File: src/rtl/fifo_arb_pkg.sv
// Shared types and default sizes for the FIFO write-port arbiter.
// The FIFO_ARB_STATS_EN build adds per-requester packet counters in fifo_wr_arbiter.
package fifo_arb_pkg;

  localparam int unsigned ARB_NREQ   = 4;
  localparam int unsigned ARB_DATA_W = 8;
  localparam int unsigned ARB_CNT_W  = 16;

  typedef enum logic {
    ARB_IDLE = 1'b0,
    ARB_BUSY = 1'b1
  } arb_state_e;

endpackage

File: src/rtl/fifo_wr_arbiter_rr_picker.sv
// Combinational rotate-priority encoder: first set req scanning from pointer+1 with wrap.
// Shared with the read-side distributor.
module rr_picker #(
  parameter int unsigned NREQ  = 4,
  parameter int unsigned IDX_W = (NREQ > 1) ? $clog2(NREQ) : 1
) (
  input  logic [NREQ-1:0]  req,
  input  logic [IDX_W-1:0] pointer,
  output logic             valid,
  output logic [IDX_W-1:0] index
);

  logic [IDX_W-1:0] w_cand;

  always_comb begin
    valid  = 1'b0;
    index  = '0;
    w_cand = '0;
    for (int unsigned k = 1; k <= NREQ; k++) begin
      w_cand = IDX_W'((32'(pointer) + k) % NREQ);
      if (!valid && req[w_cand]) begin
        valid = 1'b1;
        index = w_cand;
      end
    end
  end

endmodule

File: src/rtl/fifo_wr_arbiter.sv
// Round-robin, packet-locked arbiter for the async FIFO write port, throttled by full.
// Define FIFO_ARB_STATS_EN to add the pkt_cnt per-requester packet counters.
module fifo_wr_arbiter
  import fifo_arb_pkg::*;
#(
  parameter int unsigned NREQ   = ARB_NREQ,
  parameter int unsigned DATA_W = ARB_DATA_W
`ifdef FIFO_ARB_STATS_EN
  ,
  parameter int unsigned CNT_W  = ARB_CNT_W
`endif
) (
  input  logic                   wr_clk,
  input  logic                   wr_rst,
  input  logic [NREQ-1:0]        req,
  input  logic [NREQ-1:0]        last,
  input  logic [NREQ*DATA_W-1:0] data,
  input  logic                   full,
  output logic [NREQ-1:0]        gnt,
  output logic [NREQ-1:0]        ack,
  output logic                   fifo_wr_en,
  output logic [DATA_W-1:0]      fifo_wr_data,
  output logic                   busy
`ifdef FIFO_ARB_STATS_EN
  ,
  output logic [NREQ*CNT_W-1:0]  pkt_cnt
`endif
);

  localparam int unsigned IDX_W = (NREQ > 1) ? $clog2(NREQ) : 1;

  arb_state_e       r_state, w_state_nxt;
  logic [IDX_W-1:0] r_owner, w_owner_nxt;
  logic [IDX_W-1:0] r_ptr, w_ptr_nxt;
  logic [NREQ-1:0]  r_gnt, w_gnt_nxt;
  logic             r_busy, w_busy_nxt;
  logic             w_pick_valid;
  logic [IDX_W-1:0] w_pick_idx;
  logic             w_wr_en;
  logic             w_pkt_done;
  logic [DATA_W-1:0] w_wr_data;

  rr_picker #(
    .NREQ  (NREQ),
    .IDX_W (IDX_W)
  ) u_picker (
    .req     (req),
    .pointer (r_ptr),
    .valid   (w_pick_valid),
    .index   (w_pick_idx)
  );

  // State and ownership registers
  always_ff @(posedge wr_clk) begin
    if (wr_rst) begin
      r_state <= ARB_IDLE;
      r_owner <= '0;
      r_ptr   <= IDX_W'(NREQ - 1);
      r_gnt   <= '0;
      r_busy  <= 1'b0;
    end else begin
      r_state <= w_state_nxt;
      r_owner <= w_owner_nxt;
      r_ptr   <= w_ptr_nxt;
      r_gnt   <= w_gnt_nxt;
      r_busy  <= w_busy_nxt;
    end
  end

  // Arbitration in IDLE; in BUSY the owner streams beats until its last one is written
  always_comb begin
    w_state_nxt = r_state;
    w_owner_nxt = r_owner;
    w_ptr_nxt   = r_ptr;
    w_gnt_nxt   = r_gnt;
    w_busy_nxt  = r_busy;
    w_wr_en     = 1'b0;
    w_pkt_done  = 1'b0;
    case (r_state)
      ARB_IDLE: begin
        if (w_pick_valid) begin
          w_owner_nxt = w_pick_idx;
          w_gnt_nxt   = NREQ'(1) << w_pick_idx;
          w_busy_nxt  = 1'b1;
          w_state_nxt = ARB_BUSY;
        end
      end
      ARB_BUSY: begin
        w_wr_en    = req[r_owner] & ~full;
        w_pkt_done = w_wr_en & last[r_owner];
        if (w_pkt_done) begin
          w_ptr_nxt   = r_owner;
          w_gnt_nxt   = '0;
          w_busy_nxt  = 1'b0;
          w_state_nxt = ARB_IDLE;
        end
      end
      default: w_state_nxt = ARB_IDLE;
    endcase
  end

  always_comb begin
    w_wr_data = '0;
    for (int unsigned i = 0; i < NREQ; i++) begin
      if (r_owner == IDX_W'(i)) w_wr_data = data[i*DATA_W +: DATA_W];
    end
  end

  assign gnt          = r_gnt;
  assign busy         = r_busy;
  assign fifo_wr_en   = w_wr_en;
  assign fifo_wr_data = w_wr_data;
  assign ack          = r_gnt & {NREQ{w_wr_en}};

`ifdef FIFO_ARB_STATS_EN
  logic [CNT_W-1:0] r_pkt_cnt [NREQ];

  // Completed packets per requester, wrapping
  always_ff @(posedge wr_clk) begin
    if (wr_rst) begin
      for (int unsigned i = 0; i < NREQ; i++) r_pkt_cnt[i] <= '0;
    end else if (w_pkt_done) begin
      r_pkt_cnt[r_owner] <= r_pkt_cnt[r_owner] + CNT_W'(1);
    end
  end

  for (genvar g = 0; g < NREQ; g++) begin : g_cnt
    assign pkt_cnt[g*CNT_W +: CNT_W] = r_pkt_cnt[g];
  end
`endif

endmodule
File: config.mk
export PLATFORM = sky130hd
export DESIGN_NAME = fifo_wr_arbiter
export DESIGN_NICKNAME = d
export VERILOG_FILES = /design/src/rtl/fifo_arb_pkg.sv /design/src/rtl/fifo_wr_arbiter_rr_picker.sv /design/src/rtl/fifo_wr_arbiter.sv
export SDC_FILE = /design/constraint.sdc
export NUM_CORES = 1
export LEC_CHECK = 0
export CORE_MARGIN = 2
export CORE_UTILIZATION = 25
export DETAILED_ROUTE_END_ITERATION = 6
export PLACE_DENSITY = 0.65
export SYNTH_ARGS = -nofsm -noshare
export SYNTH_HDL_FRONTEND = slang
export SYNTH_HIERARCHICAL = 1
export SYNTH_SLANG_ARGS = --single-unit
File: constraint.sdc
create_clock -name wr_clk -period 1.5 [get_ports wr_clk]
set_input_delay 0.3 -clock wr_clk [delete_from_list [all_inputs] [get_ports wr_clk]]
set_output_delay 0.3 -clock wr_clk [all_outputs]
set_load 0.005 [all_outputs]
### After elaboration in Yosys (flattened, before gate mapping)

Cells that the tools add are included.
W data, S select, Z words.

| word-level totals | value |
|---|---|
| memories | 0 |
| logic and storage cells | 69 |
| output and inout bits | 18 |
| RAM bits | 0 |
| bits in latches | 0 |
| flip-flop bits (word level) | 10 |
| ROM bits | 0 |

| cells by class | value |
|---|---|
| multiply operators | 0 |
| $lt $le $gt $ge | 5 |
| equality and inequality tests | 5 |
| divide/modulo/power cells | 0 |
| multiplexer cells | 34 |
| add/subtract/negate cells | 4 |
| bitwise gates (word level) | 5 |
| reduce and logical (&&, ||, !) cells | 10 |
| shifts and indexed selects | 1 |

Operators with widths:

| cell | number |
|---|---|
| $mux W8 | 4 |
| $lt A2 B3 Y1 const B | 5 |
| $mux W1 | 15 |
| $bmux W1 S2 | 6 |
| $mux W2 | 4 |
| $mux W4 | 2 |
| $pmux W4 S2 | 1 |
| $reduce_and A2 Y1 | 3 |
| $add A2 B1 Y2 const B | 2 |
| $add A2 B2 Y2 const B | 2 |
| $and A4 B4 Y4 | 1 |
| $eq A2 B2 Y1 const B | 2 |
| $ne A2 B1 Y1 const B | 2 |
| $pmux W1 S2 | 2 |
| $shl A1 B2 Y4 const A | 1 |
| $logic_and A1 B1 Y1 | 3 |
| $logic_not A1 Y1 | 3 |
| $and A1 B1 Y1 | 2 |
| $eq A2 B1 Y1 const B | 1 |
| $logic_not A2 Y1 | 1 |
| $not A1 Y1 | 2 |

### Logic depth before layout (Yosys ltp)

Gate-level depths: netlist of the first run.

| logic depth | value |
|---|---|
| depth in word-level cells | 16 |
| mapped depth | 6 |
| gate-level depth less buffers | 6 |

### By module

Netlist of the first run, hierarchy kept.

Modules (own cells, without submodules):

| module | area an instance (µm²) | cells an instance | instances |
|---|---|---|---|
| fifo_wr_arbiter | 699.4 | 66 | 1 |
| rr_picker | 91.3 | 14 | 1 |

### Worst setup path after synthesis of the first run

No wires, ideal clock.

| timing | value |
|---|---|
| path kind | reg-to-output |
| start point | reg r_owner[0] |
| end point | out fifo_wr_data[0] |
| slack | -0.058 ns |
| cell stages (with the launch flop) | 4 |
| required time | 1.200 ns |
| arrival | 1.258 ns |
| path buffers | 2 |
| cell sequence | dfxtp_1 -> buf_2 -> buf_2 -> mux4_2 |

| between the ends | value |
|---|---|
| word-level cells in the longest chain between the ends | 5 |

RTL lines:

| item | line | source |
|---|---|---|
| start, declared | fifo_wr_arbiter.sv:33 | `logic [IDX_W-1:0] r_owner, w_owner_nxt;` |
| start signal, assigned | fifo_wr_arbiter.sv:63 | `r_owner <= w_owner_nxt;` |
| $logic_not A2 Y1 | fifo_wr_arbiter.sv:105 | `if (r_owner == IDX_W'(i)) w_wr_data = data[i*DATA_W +: DATA_W];` |
| $mux W8 (3 in series) | fifo_wr_arbiter.sv:105 |  |
| $mux W8 (*) | fifo_wr_arbiter.sv:105 |  |
| end, declared | fifo_wr_arbiter.sv:22 | `output logic [DATA_W-1:0] fifo_wr_data,` |

Mark *: on every way between the ends. The rest lies on a longest branch, timed or not.

### Final worst setup path of the first run

| timing | value |
|---|---|
| start point | reg r_owner[0] |
| end point | out ack[2] |

| between the ends | value |
|---|---|
| word-level cells in the longest chain between the ends | 5 |

RTL lines:

| item | line | source |
|---|---|---|
| $bmux W1 S2 | fifo_wr_arbiter.sv:89 | `w_wr_en = req[r_owner] & ~full;` |
| $mux W1 (not written as such) | fifo_wr_arbiter.sv:89 |  |
| $and A1 B1 Y1 | fifo_wr_arbiter.sv:89 |  |
| $mux W1 | fifo_wr_arbiter.sv:79 | `case (r_state)` |
| $and A4 B4 Y4 | fifo_wr_arbiter.sv:113 | `assign ack = r_gnt & {NREQ{w_wr_en}};` |
| end, declared | fifo_wr_arbiter.sv:20 | `output logic [NREQ-1:0] ack,` |

Every way passes these cells. The select of a mux whose other input is x is not followed.

==> flow_summary.yaml, run 1 <==
outcome:
  outcome: "finished with violations"
  failed_checks: "setup timing"
cells_and_area:
  multiInputGateArea_um2: 636
  n_antenna_cell: 0
  num-fill-cells: 269
  drive_above_1_share_pct: 47.7
  final_nets: 216
  postLayoutCoreUtil_pct: 59.6
  seq_area_um2: 208
  final_cell_count_no_fill: 216
  syn2layout_area_growth_pct: 128
worst_setup_path:
  critPathBufInv: 4
  cp-start-kind: "register"
  r2r-end: "gnt[3]$_SDFFE_PP0P_"
  worstReg2RegStart: "r_owner[0]$_SDFFE_PP0P_"
  critPathMaxFanout: 3
  critPathTopFamily: "buffers and inverters"
  crit_type: "reg2out"
  slowest_stage: "dfxtp_2"
  r2r_slack_ns: -0.29
  crit_arrival_ns: 1.58
  cpMostUsedCell: "buf_6"
  end_kind: "output port"
  slowest_delay_ns: 0.35
  worstPathRequired_ns: 1.20
  cp_cell_sequence: "buf_6 -> mux2i_4 -> o22ai_4 -> buf_6 -> buf_6 -> and2_4 -> buf_6"
  rr_worst_depth: 9
route:
  vias: 1050
  routedWlPerCell_um: 15.0
  drt_iter0_drc: 24
  routed_wl_um: 3240
  ant_nets: 0
  avgViaCountPerCell: 4.86
  drc_errors: 0
  drt_pass1_iterations: 5
min_path:
  min_path_type: "reg2reg"
  min_to: "gnt[1]$_SDFFE_PP0P_"
  worstHoldStart: "gnt[1]$_SDFFE_PP0P_"
  whs_path_depth: 1
clock_tree:
  cts_buffer_depth: 2
  hold_buffers: 0
  cts_buffers: 3
  htreeDepth: 1
  clk_pin_slew_ns: 0.07
  cts_root_buffer: "clkbuf_4"
  cts.sinks: 10
  cts_tree: "yes"
  clock_latency_ns: 0.27
yosys:
  synth_compound_area_share_pct: 17.9
  synth_top_family_by_area: "multiplexers"
  yosys_warnings: 6
  yosys.area_share.simple_pct: 22.6
  yosys.area.top_type: "dfxtp_1"
  synth_top_cell_area_share_pct: 25.3
  synth_edf_count: 0
  synth_area_per_cell_um2: 9.88
  synth_area_leaders: "dfxtp_1, mux4_2, mux2i_1, nand2_1, nand2b_1"
  yosysSeqAreaShare_pct: 25.3
  syn_nets: 123
  yosysMostFrequentCell: "dfxtp_1"
  ys_seq_elements: 10
  synth_area_um2: 791
  synth_mux_area_share_pct: 31.0
  synthDistinctLibCells: 31
  syn_inst: 80
  synthAdderAreaFrac_pct: 0
  synth_xor_xnor_area_share_pct: 0
  synth_ff_type: "dfxtp_1"
  synth_commonest_cells: "dfxtp_1, nand2_1, mux4_2, nor2_1, nand2b_1"
  async_flop_share_pct: 0
sta:
  tightest_slew_ns: 0.304
  worst_slack_ns: -0.384
  min_period_ns: 1.88
  fmax_mhz: 531
  clock-skew-final_ns: 0.00174
  rsz0062_at_grt: "true"
  period_share_pct: 126
  slew_headroom_pct: 79.6
  fin_hold_ws_ns: 0.477
  setup_violations: 21
  drv_slew: 0
  finalHoldViolations: 0
grt:
  grt_usage_pct: 18.0
  grt_pass1_vias: 1085
  overflow: 0
  antenna_found_initial: 0
  grt_first_pass_wirelength_um: 4750
  grt_start_max_net_pins: 15
placement:
  numPortBuffers: 60
  dpl.hpwl_um: 2370
  dpl.cell_count: 199
  gp_congestion: 0.739
die:
  core_region_area_um2: 3030
  initial_utilization_pct: 26.1
  die_x_um: 60.2
  die_y_um: 60.2
  num_rows: 20
  io_pins: 61
  die_area_um2: 3630
power:
  power_leakage_nw: 0.752
  power.total_w: 0.00103
  p_per_area_nw_per_um2: 569
  peakVddDrop_uv: 325
flow_run:
  maxCapViolCount: 0
[repair_timing]
action | 4_1_cts | 5_1_grt
cloned | 1 | 0
gates resized for setup | 87 | 11
pin swaps | 12 | 0
setup buffers | 12 | 2
endpoints found under the setup margin | 22 | 26
[final cells by class]
| type | instances | area share [%] |
|---|---|---|
| Tap cell | 44 | 3.05 |
| Timing Repair Buffer | 92 | 47.8 |
| Sequential cell | 10 | 11.5 |
| Inverter | 2 | 0.416 |
| Clock buffer | 4 | 2.01 |
| Multi-Input combinational cell | 64 | 35.2 |
[through the flow]
step | worst slack, ns | setup TNS, ns | instance area, µm²
floorplan | 0.0255 | 0 | 793
global placement | -0.762 | -10.72 | 1570
detailed placement | -0.780 | -11.15 | 1570
CTS | -0.395 | -5.15 | 1760
global route | -0.434 | -6.21 | 1810
finish | -0.384 | -5.11 | 1810
[how the worst max path moves through the flow]
stage | endpoint | cells past startpoint | start | slack [ns]
floorplan | fifo_wr_data[0] | 3 | r_owner[0]$_SDFFE_PP0P_ | 0.03
global placement | ack[0] | 5 | full | -0.76
detailed placement | ack[1] | 5 | full | -0.78
finish | ack[2] | 7 | r_owner[0]$_SDFFE_PP0P_ | -0.38
CTS | ack[2] | 7 | r_owner[0]$_SDFFE_PP0P_ | -0.39
global route | ack[2] | 7 | r_owner[0]$_SDFFE_PP0P_ | -0.43
[cell usage in the layout, fill, tap and decap left out, types with 2 or more instances in the layout]
cell	netlist	layout
a21oi_1	4	4
a31oi_1	2	2
and2_4	0	4
and2b_1	2	2
buf_2	2	6
buf_4	0	20
buf_6	0	19
clkbuf_4	0	3
clkdlybuf4s50_1	0	43
dfxtp_1	10	4
dfxtp_2	0	6
dlygate4sd2_1	0	3
inv_1	2	2
mux2i_1	4	2
mux2i_4	0	2
mux4_2	8	8
nand2_1	9	9
nand2b_1	5	4
nor2_1	7	7
nor3_2	0	2
o2bb2ai_2	0	2
[per-layer routing]
metal	up-vias	share of wire, %	track usage, %
met5	-	0	0
met4	0	1.6	7.94
met3	6	10	4.55
met2	61	50	34.8
met1	494	38	17.5
li1	489	-	-
[report_power, final]
part	leakage [nW]	total (W)	internal [W]	switching, W
logic	0.647	0.000471	0.000312	0.000158
clock network	0.0210	0.000255	0.000147	0.000107
registers	0.0843	0.000302	0.000286	0.0000160
[logic make-up (layout without fill, tap and decap cells)]
logic type / Yosys count / after routing
and+or+nand+nor: 34 / 34
muxes: 14 / 14
buffers and inverters: 6 / 98
DFF: 10 / 10
AOI/OAI and AO/OA: 16 / 16
[flip-flops by register name, indices dropped and copies added (netlist names)]
signal,flops
r_owner,2
r_state,1
busy,1
gnt,4
r_ptr,2
Power figures use the tool's default switching activity.
==> run 2, diff against run 1 <==
--- a/config.mk
+++ b/config.mk
@@ -8,8 +8,6 @@
 export CORE_MARGIN = 2
 export CORE_UTILIZATION = 25
 export DETAILED_ROUTE_END_ITERATION = 6
-export PLACE_DENSITY = 0.65
 export SYNTH_ARGS = -nofsm -noshare
 export SYNTH_HDL_FRONTEND = slang
-export SYNTH_HIERARCHICAL = 1
 export SYNTH_SLANG_ARGS = --single-unit
==> run 2 against run 1 <==
Net effect: the flow still finishes with violations (setup timing); first-iteration DRC count down 42%; combinational power fell by 12%; sequential power grew 1%; sequential cell count is the same; design area down 12%; clock skew increased by 0.0013 ns; worst hold slack improved by 0.027 ns; synthesized cell count fell by 7.5%; clock power rose by 2%; clock-buffer cell count unchanged; area after synthesis up 2.1%; final cell count down 11%; largest power group unchanged.
==> flow_summary.yaml, run 2 <==
cells_and_area:
  drive_above_1_share_pct: 39.6
  largest_reg_flops: 4
  layout_common_cells: "clkdlybuf4s50_1, buf_2, mux4_2, buf_4, buf_6"
  seq_area_um2: 208
  syn2layout_area_growth_pct: 97.5
  final_common_cell: "clkdlybuf4s50_1"
  multiInputGateArea_um2: 603
  num-fill-cells: 310
  n_antenna_cell: 0
  final_nets: 193
grt:
  grt_first_pass_wirelength_um: 3990
  overflow: 0
  grt_usage_pct: 14.4
  antenna_found_initial: 0
  grt_pass1_vias: 888
  grt_start_max_net_pins: 15
power:
  p_seq_share_pct: 31.3
  power.total_w: 0.000979
  p_sw_w: 0.000266
  p_per_area_nw_per_um2: 614
  switching_share_pct: 27.2
  pwr-share-comb_pct: 42.2
  p_int_w: 0.000713
  power_leakage_nw: 0.609
  peakVddDrop_uv: 498
  pwr-share-clk_pct: 26.5
route:
  met2_length_um: 1230
  highest_layer: "met4"
  drt_iter0_drc: 14
  routed_wl_um: 2720
  dr_wl_met3_um: 376
  drt-met1-wl_um: 1080
  vias: 898
  drt_pass1_iterations: 4
  avgViaCountPerCell: 4.65
  ant_nets: 0
  drc_errors: 0
  routedWlPerCell_um: 14.1
die:
  num_rows: 20
  die_area_um2: 3700
  die_x_um: 60.8
  initial_utilization_pct: 26.4
  io_pins: 61
  core_region_area_um2: 3050
  die_y_um: 60.8
yosys:
  synth_edf_count: 0
  syn_nets: 117
  ys_seq_elements: 10
  async_flop_share_pct: 0
  synth_commonest_cells: "dfxtp_1, mux4_2, nand3b_1, nor2_1, mux2i_1"
  synthDistinctLibCells: 29
  yosysMostFrequentCell: "dfxtp_1"
  synth_area_um2: 807
  synth_area_per_cell_um2: 10.9
  yosys_warnings: 0
  synth_top_cell_area_share_pct: 25.1
  yosysSeqAreaShare_pct: 24.8
  synth_ff_type: "dfxtp_1"
  yosys.area.top_type: "mux4_2"
  syn_inst: 74
  synth_area_leaders: "mux4_2, dfxtp_1, nand3b_1, mux2i_1, nor2_1"
clock_tree:
  cts_root_buffer: "clkbuf_4"
  clk_pin_slew_ns: 0.07
  cts_tree: "yes"
  hold_buffers: 0
  cts_buffer_depth: 2
  clock_latency_ns: 0.28
  htreeDepth: 1
  cts_buffers: 3
  cts.sinks: 10
worst_setup_path:
  rr_worst_depth: 5
  crit_start: "r_owner[0]$_SDFFE_PP0P_"
  critPathMaxFanout: 4
  cp-start-kind: "register"
  worstReg2RegStart: "r_owner[0]$_SDFFE_PP0P_"
  crit_path_end: "ack[1]"
  crit_arrival_ns: 1.49
  worstPathRequired_ns: 1.20
  crit_type: "reg2out"
  r2r_slack_ns: -0.05
  end_kind: "output port"
  r2r-end: "r_ptr[1]$_SDFFE_PP1P_"
placement:
  gp_congestion: 0.792
  numPortBuffers: 60
  pre_cts_ws_ns: -0.759
  dpl.hpwl_um: 2130
sta:
  setup_violations: 17
  clock-skew-final_ns: 0.00307
  fin_tns_setup_ns: -3.19
  rsz0062_at_grt: "true"
  tightest_slew_ns: 0.310
  drv_slew: 0
  min_period_ns: 1.79
  worst_slack_ns: -0.294
  period_share_pct: 120
  finalHoldViolations: 0
  fmax_mhz: 557
  slew_headroom_pct: 79.2
min_path:
  min_path_type: "reg2reg"
  worstHoldStart: "busy$_SDFFE_PP0P_"
outcome:
  outcome: "finished with violations"
  failed_checks: "setup timing"
flow_run:
  maxCapViolCount: 0
==> run 2: power by group through the flow <==
stage / sequential (W) / combinational (W) / clock (W)
CTS: 0.000306 / 0.000419 / 0.000265
floorplan: 0.000308 / 0.000166 / 0
global placement: 0.000309 / 0.000412 / 0
global route: 0.000310 / 0.000444 / 0.000277
finish: 0.000306 / 0.000414 / 0.000260
detailed placement: 0.000309 / 0.000415 / 0
==> run 2: worst max-delay path, cell delays in order, from the launching register on <==
cell and delay [ns]:
dfxtp_4 0.37, or3b_4 0.38, o22ai_4 0.13, buf_6 0.13, and2_4 0.13, buf_6 0.08
==> run 2: area by class of cell <==
| type | count | area share, % |
|---|---|---|
| Clock buffer | 4 | 2.28 |
| Timing Repair Buffer | 76 | 43.4 |
| Multi-Input combinational cell | 59 | 37.8 |
| Tap cell | 44 | 3.45 |
| Sequential cell | 10 | 13.0 |
==> run 2: worst min path at each step <==
stage                                   end  slack (ns)  cells after the start
final                     busy$_SDFFE_PP0P_        0.50                      2
after global routing      busy$_SDFFE_PP0P_        0.54                      2
after CTS                 busy$_SDFFE_PP0P_        0.50                      2
after detailed placement  busy$_SDFFE_PP0P_        0.47                      2
after global placement    busy$_SDFFE_PP0P_        0.46                      2
after floorplan           busy$_SDFFE_PP0P_        0.47                      2
==> run 2: stage by stage <==
step	hold slack (ns)	utilization [%]	instances	area, µm²
3_3_place_gp	0.462	50.0	186	1530
4_1_cts	0.504	52.3	194	1600
2_1_floorplan	0.465	-	74	807
5_1_grt	0.538	52.2	193	1590
3_5_place_dp	0.467	50.0	186	1530
6_report	0.504	52.2	193	1590
==> run 2: repair_timing <==
item,CTS,global route
endpoints found under the setup margin,21,22
gates resized for setup,74,4
buffers inserted,4,1
pin swaps,10,2
==> run 2: metal layers <==
| layer | vias to the layer above | global-route usage [%] |
|---|---|---|
| li1 | 437 | - |
| met1 | 410 | 17.1 |
| met2 | 48 | 25.0 |
| met3 | 3 | 4.69 |
| met4 | 0 | 3.73 |
| met5 | - | 0 |
==> run 2: kinds of logic (layout without fill, tap and decap cells) <==
kind of cell / Yosys count / in the layout / synth area share [%]
and+or+nand+nor: 31 / 31 / 25.1
AOI/OAI and AO/OA: 14 / 14 / 14.7
muxes: 14 / 14 / 31.3
DFF: 10 / 10 / 24.8
buffers and inverters: 5 / 80 / 4.03
